File: src/rtl/xram_arbiter_if.sv
// Request/response bundle shared by the two masters, the arbiter and the XRAM port.
// "slave" is the arbiter's view; "master" is the view of the agents around it.
interface xram_arbiter_if #(
   parameter int ADDR_W = 16,
   parameter int DATA_W = 8
);
   logic              m0_stb;
   logic              m0_wr;
   logic [ADDR_W-1:0] m0_addr;
   logic [DATA_W-1:0] m0_wdata;
   logic              m0_ack;
   logic [DATA_W-1:0] m0_rdata;
   logic              m0_err;

   logic              m1_stb;
   logic              m1_wr;
   logic [ADDR_W-1:0] m1_addr;
   logic [DATA_W-1:0] m1_wdata;
   logic              m1_ack;
   logic [DATA_W-1:0] m1_rdata;
   logic              m1_err;

   logic              xram_stb;
   logic              xram_wr;
   logic [ADDR_W-1:0] xram_addr;
   logic [DATA_W-1:0] xram_wdata;
   logic [DATA_W-1:0] xram_rdata;
   logic              xram_ack;

   logic              busy;
   logic              grant;

   modport slave (
      input  m0_stb, m0_wr, m0_addr, m0_wdata,
      output m0_ack, m0_rdata, m0_err,
      input  m1_stb, m1_wr, m1_addr, m1_wdata,
      output m1_ack, m1_rdata, m1_err,
      output xram_stb, xram_wr, xram_addr, xram_wdata,
      input  xram_rdata, xram_ack,
      output busy, grant
   );

   modport master (
      output m0_stb, m0_wr, m0_addr, m0_wdata,
      input  m0_ack, m0_rdata, m0_err,
      output m1_stb, m1_wr, m1_addr, m1_wdata,
      input  m1_ack, m1_rdata, m1_err,
      input  xram_stb, xram_wr, xram_addr, xram_wdata,
      output xram_rdata, xram_ack,
      input  busy, grant
   );
endinterface

File: src/rtl/xram_arbiter.sv
// Round-robin arbiter giving two masters one registered XRAM strobe port,
// with a watchdog that completes a stalled access with an error.
module xram_arbiter #(
   parameter int ADDR_W = 16,
   parameter int DATA_W = 8,
   parameter int TMO_W  = 8
) (
   input  logic          clk,
   input  logic          rst,
   xram_arbiter_if.slave bus
);
   typedef enum logic [1:0] {
      IDLE  = 2'd0,
      ISSUE = 2'd1,
      RESP  = 2'd2
   } state_t;

   state_t                 state_q, state_d;
   logic                   ptr_q, ptr_d;
   logic                   grant_q, grant_d;
   logic                   stb_q, stb_d;
   logic                   wr_q, wr_d;
   logic [ADDR_W-1:0]      addr_q, addr_d;
   logic [DATA_W-1:0]      wdata_q, wdata_d;
   logic [TMO_W-1:0]       wdog_q, wdog_d;
   logic [TMO_W-1:0]       wdog_inc;
   logic [1:0]             ack_q, ack_d;
   logic [1:0]             err_q, err_d;
   logic [1:0][DATA_W-1:0] rdata_q, rdata_d;
   logic [1:0]             req;
   logic                   win;

   assign req      = {bus.m1_stb, bus.m0_stb};
   // Under contention the pointer decides; a lone requester always wins.
   assign win      = (&req) ? ptr_q : req[1];
   assign wdog_inc = wdog_q + 1'b1;

   always_comb begin
      state_d = state_q;
      ptr_d   = ptr_q;
      grant_d = grant_q;
      stb_d   = stb_q;
      wr_d    = wr_q;
      addr_d  = addr_q;
      wdata_d = wdata_q;
      wdog_d  = wdog_q;
      rdata_d = rdata_q;
      ack_d   = 2'b00;
      err_d   = 2'b00;
      case (state_q)
         IDLE: begin
            if (|req) begin
               grant_d = win;
               stb_d   = 1'b1;
               wr_d    = win ? bus.m1_wr    : bus.m0_wr;
               addr_d  = win ? bus.m1_addr  : bus.m0_addr;
               wdata_d = win ? bus.m1_wdata : bus.m0_wdata;
               wdog_d  = '0;
               state_d = ISSUE;
            end
         end
         ISSUE: begin
            wdog_d = wdog_inc;
            // An ack landing on the timeout cycle still counts as success.
            if (bus.xram_ack) begin
               stb_d          = 1'b0;
               ack_d[grant_q] = 1'b1;
               if (!wr_q) begin
                  rdata_d[grant_q] = bus.xram_rdata;
               end
               state_d = RESP;
            end else if (&wdog_inc) begin
               stb_d            = 1'b0;
               ack_d[grant_q]   = 1'b1;
               err_d[grant_q]   = 1'b1;
               rdata_d[grant_q] = '1;
               state_d          = RESP;
            end
         end
         RESP: begin
            ptr_d   = ~grant_q;
            state_d = IDLE;
         end
         default: begin
            state_d = IDLE;
         end
      endcase
   end

   always_ff @(posedge clk) begin
      if (rst) begin
         state_q <= IDLE;
         ptr_q   <= 1'b0;
         grant_q <= 1'b0;
         stb_q   <= 1'b0;
         wr_q    <= 1'b0;
         addr_q  <= '0;
         wdata_q <= '0;
         wdog_q  <= '0;
         ack_q   <= 2'b00;
         err_q   <= 2'b00;
         rdata_q <= '0;
      end else begin
         state_q <= state_d;
         ptr_q   <= ptr_d;
         grant_q <= grant_d;
         stb_q   <= stb_d;
         wr_q    <= wr_d;
         addr_q  <= addr_d;
         wdata_q <= wdata_d;
         wdog_q  <= wdog_d;
         ack_q   <= ack_d;
         err_q   <= err_d;
         rdata_q <= rdata_d;
      end
   end

   assign bus.m0_ack     = ack_q[0];
   assign bus.m0_err     = err_q[0];
   assign bus.m0_rdata   = rdata_q[0];
   assign bus.m1_ack     = ack_q[1];
   assign bus.m1_err     = err_q[1];
   assign bus.m1_rdata   = rdata_q[1];
   assign bus.xram_stb   = stb_q;
   assign bus.xram_wr    = wr_q;
   assign bus.xram_addr  = addr_q;
   assign bus.xram_wdata = wdata_q;
   assign bus.busy       = (state_q != IDLE);
   assign bus.grant      = grant_q;
endmodule

File: src/flat_wrapper.sv
// flat-port wrapper written by rule: the top's interface ports become plain ports
module xram_arbiter_flat 
#(
   parameter int ADDR_W = 16,
   parameter int DATA_W = 8,
   parameter int TMO_W  = 8
)
  (clk, rst, bus_m0_stb, bus_m0_wr, bus_m0_addr, bus_m0_wdata, bus_m0_ack, bus_m0_rdata, bus_m0_err, bus_m1_stb, bus_m1_wr, bus_m1_addr, bus_m1_wdata, bus_m1_ack, bus_m1_rdata, bus_m1_err, bus_xram_stb, bus_xram_wr, bus_xram_addr, bus_xram_wdata, bus_xram_rdata, bus_xram_ack, bus_busy, bus_grant);
  xram_arbiter_if #(.ADDR_W(ADDR_W), .DATA_W(DATA_W)) bus_i ();
  input  logic clk;
  input  logic rst;
  input wire logic [$bits(bus_i.m0_stb)-1:0] bus_m0_stb;
  input wire logic [$bits(bus_i.m0_wr)-1:0] bus_m0_wr;
  input wire logic [$bits(bus_i.m0_addr)-1:0] bus_m0_addr;
  input wire logic [$bits(bus_i.m0_wdata)-1:0] bus_m0_wdata;
  output wire logic [$bits(bus_i.m0_ack)-1:0] bus_m0_ack;
  output wire logic [$bits(bus_i.m0_rdata)-1:0] bus_m0_rdata;
  output wire logic [$bits(bus_i.m0_err)-1:0] bus_m0_err;
  input wire logic [$bits(bus_i.m1_stb)-1:0] bus_m1_stb;
  input wire logic [$bits(bus_i.m1_wr)-1:0] bus_m1_wr;
  input wire logic [$bits(bus_i.m1_addr)-1:0] bus_m1_addr;
  input wire logic [$bits(bus_i.m1_wdata)-1:0] bus_m1_wdata;
  output wire logic [$bits(bus_i.m1_ack)-1:0] bus_m1_ack;
  output wire logic [$bits(bus_i.m1_rdata)-1:0] bus_m1_rdata;
  output wire logic [$bits(bus_i.m1_err)-1:0] bus_m1_err;
  output wire logic [$bits(bus_i.xram_stb)-1:0] bus_xram_stb;
  output wire logic [$bits(bus_i.xram_wr)-1:0] bus_xram_wr;
  output wire logic [$bits(bus_i.xram_addr)-1:0] bus_xram_addr;
  output wire logic [$bits(bus_i.xram_wdata)-1:0] bus_xram_wdata;
  input wire logic [$bits(bus_i.xram_rdata)-1:0] bus_xram_rdata;
  input wire logic [$bits(bus_i.xram_ack)-1:0] bus_xram_ack;
  output wire logic [$bits(bus_i.busy)-1:0] bus_busy;
  output wire logic [$bits(bus_i.grant)-1:0] bus_grant;
  assign bus_i.m0_stb = bus_m0_stb;
  assign bus_i.m0_wr = bus_m0_wr;
  assign bus_i.m0_addr = bus_m0_addr;
  assign bus_i.m0_wdata = bus_m0_wdata;
  assign bus_m0_ack = bus_i.m0_ack;
  assign bus_m0_rdata = bus_i.m0_rdata;
  assign bus_m0_err = bus_i.m0_err;
  assign bus_i.m1_stb = bus_m1_stb;
  assign bus_i.m1_wr = bus_m1_wr;
  assign bus_i.m1_addr = bus_m1_addr;
  assign bus_i.m1_wdata = bus_m1_wdata;
  assign bus_m1_ack = bus_i.m1_ack;
  assign bus_m1_rdata = bus_i.m1_rdata;
  assign bus_m1_err = bus_i.m1_err;
  assign bus_xram_stb = bus_i.xram_stb;
  assign bus_xram_wr = bus_i.xram_wr;
  assign bus_xram_addr = bus_i.xram_addr;
  assign bus_xram_wdata = bus_i.xram_wdata;
  assign bus_i.xram_rdata = bus_xram_rdata;
  assign bus_i.xram_ack = bus_xram_ack;
  assign bus_busy = bus_i.busy;
  assign bus_grant = bus_i.grant;
  xram_arbiter #(.ADDR_W(ADDR_W), .DATA_W(DATA_W), .TMO_W(TMO_W)) u_core (.clk(clk), .rst(rst), .bus(bus_i));
endmodule
File: config.mk
export PLATFORM = sky130hd
export DESIGN_NAME = xram_arbiter_flat
export DESIGN_NICKNAME = d
export VERILOG_FILES = /design/src/rtl/xram_arbiter_if.sv /design/src/rtl/xram_arbiter.sv /design/src/flat_wrapper.sv
export SDC_FILE = /design/constraint.sdc
export NUM_CORES = 1
export LEC_CHECK = 0
export ABC_AREA = 1
export CAP_MARGIN = 20
export CORE_MARGIN = 3
export CORE_UTILIZATION = 44
export CTS_CLUSTER_DIAMETER = 100
export DETAILED_ROUTE_END_ITERATION = 7
export PLACE_DENSITY_LB_ADDON = 0.12
export RECOVER_POWER = 100
export SYNTH_ARGS = -nofsm -noshare
export SYNTH_HDL_FRONTEND = slang
export SYNTH_SLANG_ARGS = --single-unit
export TNS_END_PERCENT = 5
File: constraint.sdc
create_clock -name clk -period 2.15 [get_ports clk]
set_clock_uncertainty 0.1 [all_clocks]
set_input_delay 0.43 -clock clk [delete_from_list [all_inputs] [get_ports clk]]
set_output_delay 0.43 -clock clk [all_outputs]
set_load 0.01 [all_outputs]
==> results of run 1 <==
cell usage after synthesis:
cell      instances  area share, %
nand3_1          34            5.9
or2_2             3           0.65
inv_2             1           0.13
nand3_4           1           0.60
o21ai_0          26            4.5
buf_2             2           0.35
a211oi_1          1           0.26
a21oi_1          10            1.7
nand3_2           2           0.69
nor2_1           32            4.1
clkbuf_1         17            2.2
clkinv_1          4           0.52
o21bai_2          1           0.39
o211ai_1         30            7.8
nand2_4           1           0.39
nor2_2            2           0.43
o21bai_1          1           0.26
buf_4             1           0.26
nand2_1         116             15
ha_1              2           0.86
nand4_1          13            2.8
dfxtp_1          58             40
nor4_1            2           0.43
a21oi_2           1           0.30
buf_6             1           0.39
nand2_2           1           0.22
inv_1            68            8.8
logic make-up (layout without fill, tap and decap cells):
logic type | count (synthesis) | count (layout)
buffers and inverters | 94 | 213
AND/OR/NAND/NOR | 207 | 207
flip-flops | 58 | 58
AO/OA/AOI/OAI | 70 | 70
adder cells (fa/ha/maj) | 2 | 2
final timing paths:
| check | endpoint | cells past startpoint |
|---|---|---|
| worst max-delay path | bus_busy | 3 |
| worst min register to register | u_core.ptr_q | 2 |
| worst max register to register | u_core.bus.m0_rdata[2] | 12 |
| worst min-delay path | u_core.ptr_q | 2 |
sequential cells by signal (all words and copies together), names as in the netlist:
register / cells
u_core.bus.xram_addr: 16
u_core.bus.xram_wr: 1
u_core.bus.m0_rdata: 8
u_core.bus.m1_rdata: 8
u_core.bus.grant: 1
u_core.ack_q: 2
u_core.bus.xram_wdata: 8
u_core.state_q: 2
u_core.wdog_q: 8
u_core.ptr_q: 1
u_core.bus.xram_stb: 1
u_core.err_q: 2
per-layer routing:
metal	share of wire [%]	wire length (um)	GRT usage [%]	vias up
li1	-	-	-	1625
met5	0	0	0	-
met4	1.5	116	7.531	0
met2	46	3627	33.89	113
met3	9.0	715	7.285	12
met1	44	3446	25.97	1390
power groups by stage:
stage	clock network, W	logic [W]	registers [W]
2_1_floorplan	0	0.000283	0.00126
5_1_grt	0.000998	0.000722	0.00122
3_3_place_gp	0	0.000668	0.00123
4_1_cts	0.000950	0.000681	0.00121
6_report	0.000934	0.000652	0.00121
3_5_place_dp	0	0.000676	0.00123
what timing repair did:
item / in CTS / in global routing
endpoints found under the hold margin: 0 / 0
gates resized for setup: 0 / 4
endpoints found under the setup margin: 0 / 15
cell type report:
cell class | instances | area [um^2] | share of cell area, %
clock buffers | 14 | 172.7 | 3.993
clock inverters | 2 | 10.01 | 0.2315
inverters | 73 | 274.0 | 6.337
multi-input cells | 279 | 1398 | 32.32
flip-flops and latches | 58 | 1162 | 26.88
well taps | 75 | 93.84 | 2.170
repair buffers | 124 | 1214 | 28.07
through the flow:
stage	cell area, um^2	hold slack (ns)
2_1_floorplan	2899	0.3298
3_3_place_gp	4126	0.3545
3_5_place_dp	4126	0.3668
4_1_cts	4309	0.3770
5_1_grt	4324	0.4118
6_report	4324	0.3732
layout by cell type (no fill, tap or decap), drive strengths merged:
cell type and count:
nand2 118, inv 69, clkdlybuf4s50 62, dfxtp 58, dlygate4sd3 48, nand3 37, nor2 34, o211ai 30
o21ai 26, clkbuf 16, nand4 13, buf 12, a21oi 11, clkinv 6, or2 3, nor4 2
o21bai 2, ha 2, a211oi 1
worst reg2reg max path: stages, from the launching register on:
cell and delay, ns:
dfxtp_1 0.41, nand2_1 0.14, nor2_1 0.19, nand2_1 0.08
nand2_1 0.09, nand2_1 0.06, nor2_1 0.15, nand2_2 0.14
nand2_8 0.14, nand3_4 0.15, nand2_1 0.10, nand2_1 0.06
nor2_1 0.09
==> results.yml, run 1 <==
power:
  fin_total_pwr_w: 0.002794
  seqPwrFrac_pct: 43.2
  power_switching_w: 0.0007955
  switching_share_pct: 28.47
  vdd_drop_max_mv: 0.4076
  combPwrFrac_pct: 23.3
  power.density_nw_per_um2: 646.1
  clkPwrFrac_pct: 33.4
  power.leakage_nw: 2.035
  p_int_w: 0.001998
worst_setup_path:
  cp_data_required_time_ns: 1.62
  worstSetupStartpointType: "flop"
  critPathArrivalTime_ns: 1.51
  crit_buf_inv: 2
  endpoint_kind: "output pin"
  rrSetupSlack_ns: 0.22
  cp_cell_sequence: "nor2_1 -> inv_1 -> clkdlybuf4s50_1"
  cp_top_family: "buffers and inverters"
  slowest_stage: "clkdlybuf4s50_1"
  reg2reg_from: "u_core.wdog_q[4]"
  crit_type: "reg2out"
  cp-startpoint: "u_core.state_q[0]"
  cpPeakStageDelay_ns: 0.58
  crit_path_max_fanout: 4
placement:
  place_congestion: 0.8237
  dpl.hpwl_mm: 5.775
  dp_cells: 609
  io_buffer_count: 110
  place_ws_ns: 0.1283
yosys:
  yosysUniqueCellTypes: 27
  synth.avg_cell_area_um2: 6.726
  synth_xor_area_share_pct: 0
  yosysWarnings: 0
  synth_top_family_by_area: "simple AND/OR/NAND/NOR gates"
  synth_mux_area_share_pct: 0
  synthAdderAreaFrac_pct: 0.8632
  synthSimpleGateAreaFrac_pct: 31.25
  synth_compound_area_share_pct: 15.19
  ys_seq_area_share_pct: 40.05
  synth_nets: 496
  ys_ff_latch: 58
  netlist_area_um2: 2899
  synthCells: 431
clock_tree:
  cts_made_buffers: 9
  cts-root-buf: "clkbuf_8"
  clock_sinks: 58
  cts_tree: "built"
  ctsHoldBuffers: 0
  clk_latency_ns: 0.32
  cts_max_path_buffers: 2
  cts_setup_buffers: 0
  clk_pin_slew_ns: 0.07
  cts_max_level: 3
floorplanning:
  start_util_pct: 47.29
  fp.dieW_um: 87.17
  die_area_um2: 7599
  rows: 28
  core_area_um2: 6131
  die_y_um: 87.17
  num_io_pins: 111
routing:
  drtPass1Iterations: 4
  drc_errors: 0
  drtIter0Drc: 130
  viasPerCell: 5.024
  drt_wl_total_mm: 7.906
  dr_total_vias: 3140
  ant_nets: 0
  post_drt_wl_per_cell_um: 12.65
grt:
  grt-ovfl-total: 0
  grt_pass1_vias: 2890
  grt_use_total_pct: 21.02
  grt_pass1_wl_mm: 12.81
  grt_max_degree: 41
  antenna_found_initial: 0
timing:
  setup_viol: 0
  tightest_slew_ns: 0.5633
  period_share_pct: 94.72
  maxSlewViolCount: 0
  rsz0062_at_grt: "no"
  slew_headroom_pct: 62.45
  fin_setup_tns_ns: 0
  period_needed_ns: 2.036
  hold_violations: 0
  fmax_mhz: 491.0
  setup_ws_ns: 0.1135
layout:
  nFillCells: 508
  drive_gt1_share_pct: 8.000
  stdcell_count: 625
  syn2layout_area_growth_pct: 49.16
  diodes: 0
  final_util_pct: 70.53
  nets: 610
status:
  status: "completed"
job:
  drv_cap: 0
hold_path:
  min_path_type: "reg2reg"
  hold_path_startpoint: "u_core.ptr_q"
(Power assumes the default switching activity.)
==> run 2: changes to the inputs <==
--- a/config.mk
+++ b/config.mk
@@ -9,7 +9,7 @@
 export CAP_MARGIN = 20
 export CORE_MARGIN = 3
 export CORE_UTILIZATION = 44
-export CTS_CLUSTER_DIAMETER = 100
+export CTS_CLUSTER_DIAMETER = 150
 export DETAILED_ROUTE_END_ITERATION = 7
 export PLACE_DENSITY_LB_ADDON = 0.12
 export RECOVER_POWER = 100
==> results of run 2 <==
The final DEF is identical to that of run 1; final timing and power are the same.
